### src/rtl/fifo_ff_pkg.sv
// Shared defaults and pointer helper for the flip-flop FIFO.
// Pointers wrap explicitly, so DEPTH does not have to be a power of two.
package fifo_ff_pkg;

    localparam int DEF_WIDTH = 32;
    localparam int DEF_DEPTH = 16;

    function automatic int unsigned ptr_inc(input int unsigned ptr, input int unsigned depth);
        return (ptr >= depth - 1) ? 0 : ptr + 1;
    endfunction

endpackage

### src/rtl/fifo_ff_if.sv
// Producer/consumer bundle for fifo_ff.
// The FIFO sits on the slave modport; the user logic sits on the master modport.
interface fifo_ff_if #(
    parameter int WIDTH = 32,
    parameter int DEPTH = 16
);
    logic                       wr_en;
    logic [WIDTH-1:0]           wr_data;
    logic                       rd_en;
    logic [WIDTH-1:0]           rd_data;
    logic                       empty;
    logic                       full;
    logic [$clog2(DEPTH):0]     occup;

    modport master (
        output wr_en, wr_data, rd_en,
        input  rd_data, empty, full, occup
    );

    modport slave (
        input  wr_en, wr_data, rd_en,
        output rd_data, empty, full, occup
    );
endinterface

### src/rtl/fifo_ff_ctrl.sv
// Pointer, occupancy and status control for fifo_ff.
// Status flags decode the registered count, so they never see wr_en/rd_en directly.
module fifo_ff_ctrl
    import fifo_ff_pkg::*;
#(
    parameter int DEPTH = DEF_DEPTH
) (
    input  logic                        clk,
    input  logic                        rst_n,
    input  logic                        wr_en,
    input  logic                        rd_en,
    output logic                        wr_acc,
    output logic [$clog2(DEPTH)-1:0]    wr_ptr,
    output logic [$clog2(DEPTH)-1:0]    rd_ptr,
    output logic [$clog2(DEPTH):0]      occup,
    output logic                        empty,
    output logic                        full
);

    localparam int PW = $clog2(DEPTH);
    localparam int OW = $clog2(DEPTH) + 1;

    logic rd_acc;

    assign empty  = (occup == '0);
    assign full   = (occup == OW'(DEPTH));
    assign wr_acc = wr_en & ~full;
    assign rd_acc = rd_en & ~empty;

    always_ff @(posedge clk or negedge rst_n) begin
        if (!rst_n) begin
            wr_ptr <= '0;
            rd_ptr <= '0;
            occup  <= '0;
        end else begin
            if (wr_acc) begin
                wr_ptr <= PW'(ptr_inc(32'(wr_ptr), DEPTH));
            end
            if (rd_acc) begin
                rd_ptr <= PW'(ptr_inc(32'(rd_ptr), DEPTH));
            end
            // A concurrent accepted read and write cancel out.
            case ({wr_acc, rd_acc})
                2'b10:   occup <= occup + OW'(1);
                2'b01:   occup <= occup - OW'(1);
                default: occup <= occup;
            endcase
        end
    end

endmodule

### src/rtl/fifo_ff.sv
// Single-clock first-word-fall-through FIFO with register-array storage.
// The head word is always on rd_data; consumers qualify it with ~empty.
module fifo_ff
    import fifo_ff_pkg::*;
#(
    parameter int WIDTH = DEF_WIDTH,
    parameter int DEPTH = DEF_DEPTH
) (
    input  logic        clk,
    input  logic        rst_n,
    fifo_ff_if.slave    bus
);

    localparam int PW = $clog2(DEPTH);

    logic [WIDTH-1:0]   mem [DEPTH];
    logic [PW-1:0]      wr_ptr;
    logic [PW-1:0]      rd_ptr;
    logic               wr_acc;

    fifo_ff_ctrl #(
        .DEPTH  (DEPTH)
    ) u_ctrl (
        .clk    (clk),
        .rst_n  (rst_n),
        .wr_en  (bus.wr_en),
        .rd_en  (bus.rd_en),
        .wr_acc (wr_acc),
        .wr_ptr (wr_ptr),
        .rd_ptr (rd_ptr),
        .occup  (bus.occup),
        .empty  (bus.empty),
        .full   (bus.full)
    );

    // Storage is cleared on reset so rd_data never shows unknown values.
    always_ff @(posedge clk or negedge rst_n) begin
        if (!rst_n) begin
            for (int i = 0; i < DEPTH; i++) begin
                mem[i] <= '0;
            end
        end else if (wr_acc) begin
            mem[wr_ptr] <= bus.wr_data;
        end
    end

    assign bus.rd_data = mem[rd_ptr];

endmodule

### src/flat_wrapper.sv
// flat-port wrapper written by rule: the top's interface ports become plain ports
module fifo_ff_flat import fifo_ff_pkg::*;
#(
    parameter int WIDTH = DEF_WIDTH,
    parameter int DEPTH = DEF_DEPTH
)
  (clk, rst_n, bus_wr_en, bus_wr_data, bus_rd_en, bus_rd_data, bus_empty, bus_full, bus_occup);
  fifo_ff_if #(.WIDTH(WIDTH), .DEPTH(DEPTH)) bus_i ();
  input  logic clk;
  input  logic rst_n;
  input wire logic [$bits(bus_i.wr_en)-1:0] bus_wr_en;
  input wire logic [$bits(bus_i.wr_data)-1:0] bus_wr_data;
  input wire logic [$bits(bus_i.rd_en)-1:0] bus_rd_en;
  output wire logic [$bits(bus_i.rd_data)-1:0] bus_rd_data;
  output wire logic [$bits(bus_i.empty)-1:0] bus_empty;
  output wire logic [$bits(bus_i.full)-1:0] bus_full;
  output wire logic [$bits(bus_i.occup)-1:0] bus_occup;
  assign bus_i.wr_en = bus_wr_en;
  assign bus_i.wr_data = bus_wr_data;
  assign bus_i.rd_en = bus_rd_en;
  assign bus_rd_data = bus_i.rd_data;
  assign bus_empty = bus_i.empty;
  assign bus_full = bus_i.full;
  assign bus_occup = bus_i.occup;
  fifo_ff #(.WIDTH(WIDTH), .DEPTH(DEPTH)) u_core (.clk(clk), .rst_n(rst_n), .bus(bus_i));
endmodule
### config.mk
export PLATFORM = sky130hd
export DESIGN_NAME = fifo_ff_flat
export DESIGN_NICKNAME = d
export VERILOG_FILES = /design/src/rtl/fifo_ff_pkg.sv /design/src/rtl/fifo_ff_if.sv /design/src/rtl/fifo_ff_ctrl.sv /design/src/rtl/fifo_ff.sv /design/src/flat_wrapper.sv
export SDC_FILE = /design/constraint.sdc
export NUM_CORES = 1
export LEC_CHECK = 0
export ABC_AREA = 1
export BUFFER_PORTS_ARGS = -buffer_cell sky130_fd_sc_hd__buf_2
export CORE_MARGIN = 4
export CORE_UTILIZATION = 63
export CTS_CLUSTER_SIZE = 24
export DETAILED_ROUTE_END_ITERATION = 8
export PLACE_DENSITY = 0.8
export SYNTH_ARGS = -nofsm -noshare
export SYNTH_HDL_FRONTEND = slang
export SYNTH_SLANG_ARGS = --single-unit
### constraint.sdc
create_clock -name clk -period 4.1 [get_ports clk]
set_input_delay 0 -clock clk [delete_from_list [all_inputs] [get_ports clk]]
set_output_delay 0 -clock clk [all_outputs]
set_load 0.1 [all_outputs]
==> summary.md, run 1 <==
Averaged over all synthesized cells, the footprint is 7.520 um^2. The average routed wire per standard cell is 17.55 um. The unique cell type count in the Yosys netlist is 26, and the row count is 74. By startpoint and endpoint, the worst setup path is classified as reg -> out. The path class of the tightest hold or removal check is in -> async. The placer's final routability congestion estimate was 0.8755.

TritonCTS built the clock tree. The total via count after detailed routing is 22680. Derived from the worst setup path, the maximum achievable clock frequency is 0.2913 GHz. The violation count after the first detailed-routing iteration is 2505.

Final instance area: 28650 um^2. For the number of resized instances in the post-cts repair step, the log shows 0. The mapped netlist covers 26450 um^2. Routed signal wires occupy layers up through met5. After clock tree synthesis, the clock-pin slew on the worst setup and hold paths is 60 ps.

The count of maximum capacitance violations came out at 0. Input and output buffers added on the ports amount to 74. The starting density of the core is 64.19%. The remaining antenna violation count after routing was 0; the final hold violation count was 0. Area taken by flip-flops and latches: 13150 um^2. Cell area after placement: 26490 um^2. STA classifies the critical path startpoint as a flip-flop.

The area of the core was 41200 um^2; the number of top-level design ports was 75. The areal power density over the cells works out to 928.9 nW/um^2. The footprint of the multi-input gates is 9931 um^2, and the remaining routing DRC violations is 0. The run gives 4100 ps as the worst path required time. The run finished with clean final reports.

Setup violations remaining at the end of the flow were counted as 0. Relative max-transition margin: 27.30%. CTS built an H-tree with a depth of 2. The share of synthesized area occupied by flip-flops and latches is 49.68%.

The cell sitting at the root of the clock tree is a clkbuf_16. Wires add up to 71010 um. The smallest clock period supported by the final layout is computed as 3433 ps. The layout overhead on the synthesized area is 8.317%.

At the end of the flow, the number of nets in the layout was 3520. Maximum ir drop on the vdd rail: 0.001521 V. For this run, the share of the core covered by cells in the final layout is 69.53%. The tools report the wire length on met3 as 6245 um.

For the count of yosys warnings during synthesis, the log shows 0. The worst setup path is captured at an output pin. The number of nets in the synthesized netlist is 3563. On the final layout, the worst clock skew is 26.19 ps.

The tightest hold path in the finished design has a slack of 21.56 ps. The total CTS buffers was 55; the final number of max-transition violations was 0. Entering global routing, the biggest net connects 160 pins. The width of the die is 212.9 um. The highest net fanout along the worst path was 159. For this design, the sink count on the clock tree is 525. Synthesis produced a netlist whose cell count is 3517. After detailed routing, the wire length on met1 is 27980 um. In the final timing run, aggregate negative setup slack is 0 ps. In the detailed route, the total length drawn on met2 is 33220 um. The tools report the wire length of the first global-routing pass as 115100 um. The slew at the pin with the worst max-slew slack works out to 1091 ps. Counting flops and latches in the post-synthesis netlist gives 525. Fraction of final layout cells sized beyond drive strength 1: 8.001%. The vias per cell is 5.607. The clock passes through at most 3 buffers. The overall overflow remaining after global route was 0. Across every metal layer, demand over resource in global routing totals 31.86%. The run gives 0.01510 uW as the standby leakage power. For this run, the detailed router's first-pass iteration total came to 8.

After filler insertion, the fill cell instance count of the layout stands at 3245. For the final HPWL from detailed placement, the log shows 38420 um. For the via count of the first global-routing pass, the log shows 21860. Setup repair after global routing left no endpoint under its margin. The die is 212.9 um tall. The number of antenna violations at the first check in global routing came out at 2. The post-route clock period utilization is 83.73%. The die covers 45320 um^2. Data on the critical path arrives at its endpoint at 3430 ps. The clock insertion delay at the later pin of the skew report was 610 ps.
## repair_timing
| action | 4_1_cts | 5_1_grt |
|---|---|---|
| hold endpoints to repair | 426 | 0 |
| hold buffers | 27 | 0 |
| setup buffers | 0 | 0 |
## state kept, by name, summed over array words and instances, names as in the netlist
name,cells
u_core.u_ctrl.occup,5
u_core.mem,512
u_core.u_ctrl.rd_ptr,4
u_core.u_ctrl.wr_ptr,4
## layout make-up
type	count	area share, %
Multi-Input combinational cell	2221	34.67
Inverter	538	7.076
Sequential cell	525	45.89
Clock inverter	17	0.8648
Timing Repair Buffer	133	3.459
Tap cell	532	2.324
Antenna cell	1	0.008736
Clock buffer	78	5.709
## through the flow
step           setup WS, ps  instances  total power, uW
4_1_cts               689.9       4044            26530
3_3_place_gp           1285       3922            20770
5_1_grt               492.5       4044            28440
3_5_place_dp           1086       3922            21200
2_1_floorplan          1217       3517            18360
6_report              667.3       4045            26610
## where the power goes
| part | total (uW) | internal, uW | switching [uW] |
|---|---|---|---|
| sequential | 8720 | 7370 | 1350 |
| clock | 5210 | 3130 | 2080 |
| combinational | 12700 | 3360 | 9320 |
## critical path: stages, from the launching register on
cell and delay [ps]:
dfrtp_4 430, buf_4 590, buf_12 520, nand2_1 120
nand2_1 100, nand2_1 50, nand3_1 80, nand3_1 70
nand2_1 180, buf_2 470
## placed cells by master (no fill, tap or decap), types with 2 or more instances in the layout
cell type | netlist | routed
clkinv_2 | 0 | 7
dfrtp_4 | 0 | 2
o21ai_0 | 266 | 266
nor2_1 | 19 | 18
ha_1 | 9 | 9
nand3_4 | 8 | 8
bufinv_16 | 0 | 6
nand3_1 | 332 | 332
buf_4 | 1 | 24
nand4_1 | 3 | 3
dlygate4sd3_1 | 0 | 27
buf_12 | 1 | 8
clkbuf_8 | 0 | 13
clkbuf_1 | 93 | 8
clkbuf_16 | 0 | 57
buf_2 | 77 | 73
clkinvlp_4 | 0 | 2
clkinv_4 | 0 | 2
inv_1 | 535 | 534
dfrtp_1 | 525 | 522
nand3_2 | 7 | 7
nand2_1 | 1315 | 1315
o21ai_1 | 192 | 192
o21ai_2 | 64 | 64
## routing by layer
metal,global-route usage (%),vias up
met5,0,-
met4,15.70,2
met3,5.216,208
met2,51.76,1046
met1,42.03,10710
li1,-,10720
## Yosys cell counts
cell	n	share of area, %
nand2_1	1315	19
inv_1	535	7.6
dfrtp_1	525	50
nand3_1	332	6.3
o21ai_0	266	5.0
o21ai_1	192	3.6
clkbuf_1	93	1.3
buf_2	77	1.5
o21ai_2	64	2.1
buf_6	50	2.1
nor2_1	19	0.27
buf_1	11	0.16
ha_1	9	0.43
nand3_4	8	0.53
nand3_2	7	0.26
nand4_1	3	0.071
inv_2	2	0.028
a21oi_1	1	0.019
buf_12	1	0.076
buf_4	1	0.028
clkinv_1	1	0.014
fa_1	1	0.076
nand3b_2	1	0.043
or2_2	1	0.024
xnor2_1	1	0.033
xor2_1	1	0.033
## logic make-up (layout without fill, tap and decap cells)
group                      Yosys count  count (layout)  share of synthesized area (%)
and+or+nand+nor                   1686            1686                          26.15
buffers and inverters              771             766                          12.80
DFF                                525             525                          49.68
AOI/OAI and AO/OA                  523             523                          10.81
adders and majority gates           10              10                         0.5015
xor gates and xnor gates             2               2                        0.06625
other                                0               1                              0
## worst paths after layout
kind	from	end	slack [ps]	cells after the start
max in group asynchronous	rst_n	u_core.mem[20]	2890	3
setup / recovery	u_core.u_ctrl.rd_ptr[0]	bus_rd_data[12]	670	9
setup reg to reg	u_core.u_ctrl.occup[1]	u_core.u_ctrl.occup[4]	1050	14
min in group clk	bus_wr_data[15]	u_core.mem[207]	40	3
hold / removal	rst_n	u_core.mem[259]	20	2
hold reg to reg	u_core.mem[100]	u_core.mem[100]	480	2
Note: power is estimated with default switching activity, not from simulation.
==> inputs of run 2 (changes only) <==
--- a/config.mk
+++ b/config.mk
@@ -5,13 +5,13 @@
 export SDC_FILE = /design/constraint.sdc
 export NUM_CORES = 1
 export LEC_CHECK = 0
-export ABC_AREA = 1
+export ABC_AREA = 0
 export BUFFER_PORTS_ARGS = -buffer_cell sky130_fd_sc_hd__buf_2
 export CORE_MARGIN = 4
 export CORE_UTILIZATION = 63
 export CTS_CLUSTER_SIZE = 24
 export DETAILED_ROUTE_END_ITERATION = 8
-export PLACE_DENSITY = 0.8
+export PLACE_DENSITY = 0.81
 export SYNTH_ARGS = -nofsm -noshare
 export SYNTH_HDL_FRONTEND = slang
 export SYNTH_SLANG_ARGS = --single-unit
==> constraint.sdc (replaced) <==
create_clock -name clk -period 3.5 [get_ports clk]
set_input_delay 0 -clock clk [delete_from_list [all_inputs] [get_ports clk]]
set_output_delay 0 -clock clk [all_outputs]
set_load 0.1 [all_outputs]
==> summary.md, run 2 <==
The number of enable flip-flop cells after synthesis works out to 0 (unchanged). The worst path in the final design needs a cycle of 3284 ps, including I/O delays and setup. The clock slew at the register clock pins of the worst setup and hold paths was 60 ps (about the same); the worst path required time was 3500 ps (-600 ps). The relative max-transition margin is 36.06% (+8.8 points), and the area taken by flip-flops and latches is 13150 um^2 (about the same). The run finished with clean final reports. In this run the critical register-to-register path is launched from u_core.u_ctrl.occup[1]. TritonCTS built the clock tree. The remaining routing DRC violations is 0 (unchanged). The count of yosys warnings during synthesis is 0 (unchanged), and the standby leakage power is 0.01254 uW (-17%). Most common cell in the netlist: dfrtp_1.

The flip-flop count of the largest register, all copies and words added came out at 512 (unchanged). The largest registers in the layout are u_core.mem: 512 flops, u_core.u_ctrl.occup: 5 flops. The worst path buffer plus inverter count is 2 (-1). The delay of the slowest cell on the worst path was 810 ps (+220 ps). The root buffer cell chosen for the clock tree is clkbuf_16. The vias per cell is 6.283 (+12%), and the total CTS buffers is 52 (-5.5%). The number of top-level design ports is 75 (unchanged), and the layout overhead on the synthesized area is 9.704%. For the violation count after the first detailed-routing iteration, the log shows 764 (-70%). By count the netlist is led by dfrtp_1, mux2_2, mux4_2, mux2_4, clkbuf_1. The logs give 0 (unchanged) for the count of buffers added by post-CTS timing repair for setup and 129 (-19%) for the largest net degree at the start of global routing. The most frequently used flop master after synthesis was dfrtp_1.

By area the synthesized netlist is led by dfrtp_1, mux2_2, mux4_2. The final standard cell count with taps included and fillers excluded is 2199 (-46%), and the TritonCTS sink count is 525 (unchanged). The synthesized instance count came out at 1574 (-55%). The final critical path takes up 93.82% of the cycle. The area of the die was 42850 um^2 (-5.4%). The average instance area after synthesis was 15.85 um^2 (+110%).

The logs give 64.11% (-0.077 points) for the starting density of the core and 0.001403 V (-7.7%) for the maximum ir drop on the vdd rail. The overall overflow remaining after global route is 0 (unchanged). Timing would allow up to 0.3045 GHz. Final instance area: 27370 um^2 (-4.5%). The fraction of post-synthesis cell area in the top cell type by area was 52.66% (+3.0 points); the average routed wire per standard cell was 24.73 um (+41%). The total via count after detailed routing was 13820 (-39%); the final hold violation count was 0 (unchanged). The number of resized instances in the post-cts repair step came out at 0 (unchanged). The logs give 0 (unchanged) for the final number of max-transition violations and 3 (unchanged) for the clock tree buffer depth. The number of buffers inserted by port buffering was 74 (unchanged); the worst setup slack for register-to-register paths was 450 ps (-600 ps).

The final HPWL from detailed placement was 30930 um (-19%). Leaving out fill and tap cells, the most frequent cell in the layout is dfrtp_1. The highest net fanout along the worst path came out at 29 (-82%). The logs give 54380 um (-23%) for the detailed-route wire length and 0.7856 (-10%) for the placer's final routability congestion estimate. The slowest stage of the critical path is the dfrtp_4 cell. Setup repair after global routing left no endpoint under its margin. The setup path with the least slack is of type reg -> out.

The slew at the pin with the worst max-slew slack was 959.1 ps (-131.4 ps); the number of nets in the layout was 1687 (-52%). The most flop-heavy register was u_core.mem. Remaining antenna violation count after routing: 0 (unchanged). For the sum of negative setup slack, the log shows 0 ps (unchanged). For the total of fill cells in the finished design, the log shows 2520 (-22%). The via count of the first global-routing pass was 15260 (-30%); the detailed-router iteration count before antenna repair was 4 (-4). The tools report the synthesized net count as 1620 (-55%).

The row count is 72 (-2.7%), and the depth of the worst register-to-register path is 12 (-2). The cell area after placement is 25380 um^2 (-4.2%). The library cells used most frequently in the layout, excluding fill and tap cells, are dfrtp_1, mux2_2, mux4_2. The tools report the post-placement cell count as 2069 (-47%).

The tools report the cell area after synthesis as 24950 um^2 (-5.7%). The areal power density over the cells came out at 1085 nW/um^2 (+17%). Traced cell by cell, the critical path runs through nand2b_2 -> buf_4 -> o221ai_1 -> o21ai_0 -> a221o_1 -> buf_2. The vertical die dimension is 207.0 um (-2.8%), and the count of maximum capacitance violations is 0 (unchanged). The logic depth of the worst setup path including buffers was 6 (-3). The endpoint identified for the worst register-to-register timing path is u_core.u_ctrl.occup[4].

Cell type group with the largest total delay on the critical path: flip-flops. The number of antenna violations at the first check in global routing is 3 (+1). The wire length of the first global-routing pass is 87890 um (-24%). The tools report the endpoint arrival time on the critical path as 3280 ps (-150 ps). The worst setup path is launched from a flip-flop.

The library cell with the largest summed area after synthesis was dfrtp_1. The tools report the unique cell type count in the Yosys netlist as 39 (+50%). The fraction of final layout cells sized beyond drive strength 1 works out to 52.53% (+45 points).

STA classifies the critical path endpoint as an output pin. The share of synthesized registers carrying an async set or reset is 100.0% (unchanged), and the area of the core is 38920 um^2 (-5.5%). The total of endpoints with negative setup slack in the final report is 0 (unchanged), and the footprint of the multi-input gates is 10640 um^2 (+7.2%). The combined global-route utilization of all metal layers is 25.72% (-6.1 points), and the width of the die is 207.0 um (-2.8%). The clock insertion delay at the later pin of the skew report came out at 590 ps (-20 ps). The logs give 2 (unchanged) for the maximum level of the CTS H-tree and 11.47 ps (-14.72 ps) for the maximum clock skew at final layout.

Worst min-delay path class: in -> async. The share of synthesized area occupied by flip-flops and latches is 52.66% (+3.0 points), and the synthesis-stage register bit count is 525 (unchanged).
[run 2: cell types whose count changed after synthesis, moves of 90 or more]
cell and change:
inv_1 -495, mux2_2 +487, mux2_4 +90, mux4_2 +96, nand2_1 -1305, nand3_1 -327
o21ai_0 -236, o21ai_1 -182
[run 2: logic make-up after synthesis]
family / synth area share [%]
simple gates: 2.242
compound gates: 3.445
xor+xnor: 0.2106
fa+ha+maj: 0.5316
mux: 36.11
buf+inv: 4.809
flops: 52.66
[run 2: power breakdown]
group	switching, uW	internal [uW]	leakage (uW)	total, uW
sequential	1630	8880	0.00657	10500
clock	2280	3030	0.000797	5310
combinational	7750	6130	0.00517	13900
total	11700	18000	0.0125	29700
[run 2: timing repair]
| item | 4_1_cts | 5_1_grt |
|---|---|---|
| hold buffers | 36 | 0 |
| endpoints found under the setup margin | 0 | 0 |
| hold endpoints to repair | 1027 | 0 |
[run 2: cell type report]
cell class / instances / share of cell area [%]
timing repair buffer: 146 / 4.260
antenna: 2 / 0.01828
tap: 518 / 2.368
clock buffer: 83 / 5.696
sequential: 525 / 48.03
clock inverter: 9 / 0.1920
inverter: 40 / 0.5485
multi-input combinational: 876 / 38.88
[run 2: worst max path at each step]
| stage | end | startpoint | slack, ps |
|---|---|---|---|
| 2_1_floorplan | u_core.u_ctrl.occup[4] | u_core.u_ctrl.occup[0] | 80 |
| 3_3_place_gp | u_core.u_ctrl.occup[4] | u_core.u_ctrl.occup[1] | 530 |
| 3_5_place_dp | u_core.u_ctrl.occup[4] | u_core.u_ctrl.occup[1] | 480 |
| 4_1_cts | bus_rd_data[9] | u_core.u_ctrl.rd_ptr[0] | 150 |
| 5_1_grt | bus_rd_data[9] | u_core.u_ctrl.rd_ptr[0] | 60 |
| 6_report | bus_rd_data[9] | u_core.u_ctrl.rd_ptr[0] | 220 |
[run 2: per-stage QoR]
| step | setup slack (ps) | utilization [%] | power [uW] | hold WS, ps |
|---|---|---|---|---|
| final | 216.3 | 70.33 | 29700 | 45.94 |
| after CTS | 150.6 | 70.32 | 29870 | 45.13 |
| after global routing | 62.02 | 70.33 | 31190 | 71.66 |
| after floorplan | 77.46 | - | 21700 | -295.6 |
| after detailed placement | 476.3 | 65.21 | 24420 | -40.26 |
| after global placement | 527.3 | 65.21 | 23910 | -43.70 |
[run 2: metal layers]
| metal | vias up | GRT usage (%) | part of all wire [%] |
|---|---|---|---|
| li1 | 5994 | - | - |
| met1 | 7443 | 37.59 | 45 |
| met2 | 298 | 41.50 | 49 |
| met3 | 80 | 3.737 | 4.4 |
| met4 | 2 | 6.612 | 2.1 |
| met5 | - | 0 | 0.0092 |
[run 2: worst register-to-register path, stage by stage (launching register included)]
cell	delay, ps
dfrtp_1	430
nor4_1	310
nand2_1	110
and2_4	320
inv_1	120
ha_1	230
inv_1	100
fa_1	420
nor2b_1	120
o21ai_0	90
nand3_1	100
or3b_2	460
xnor2_1	130
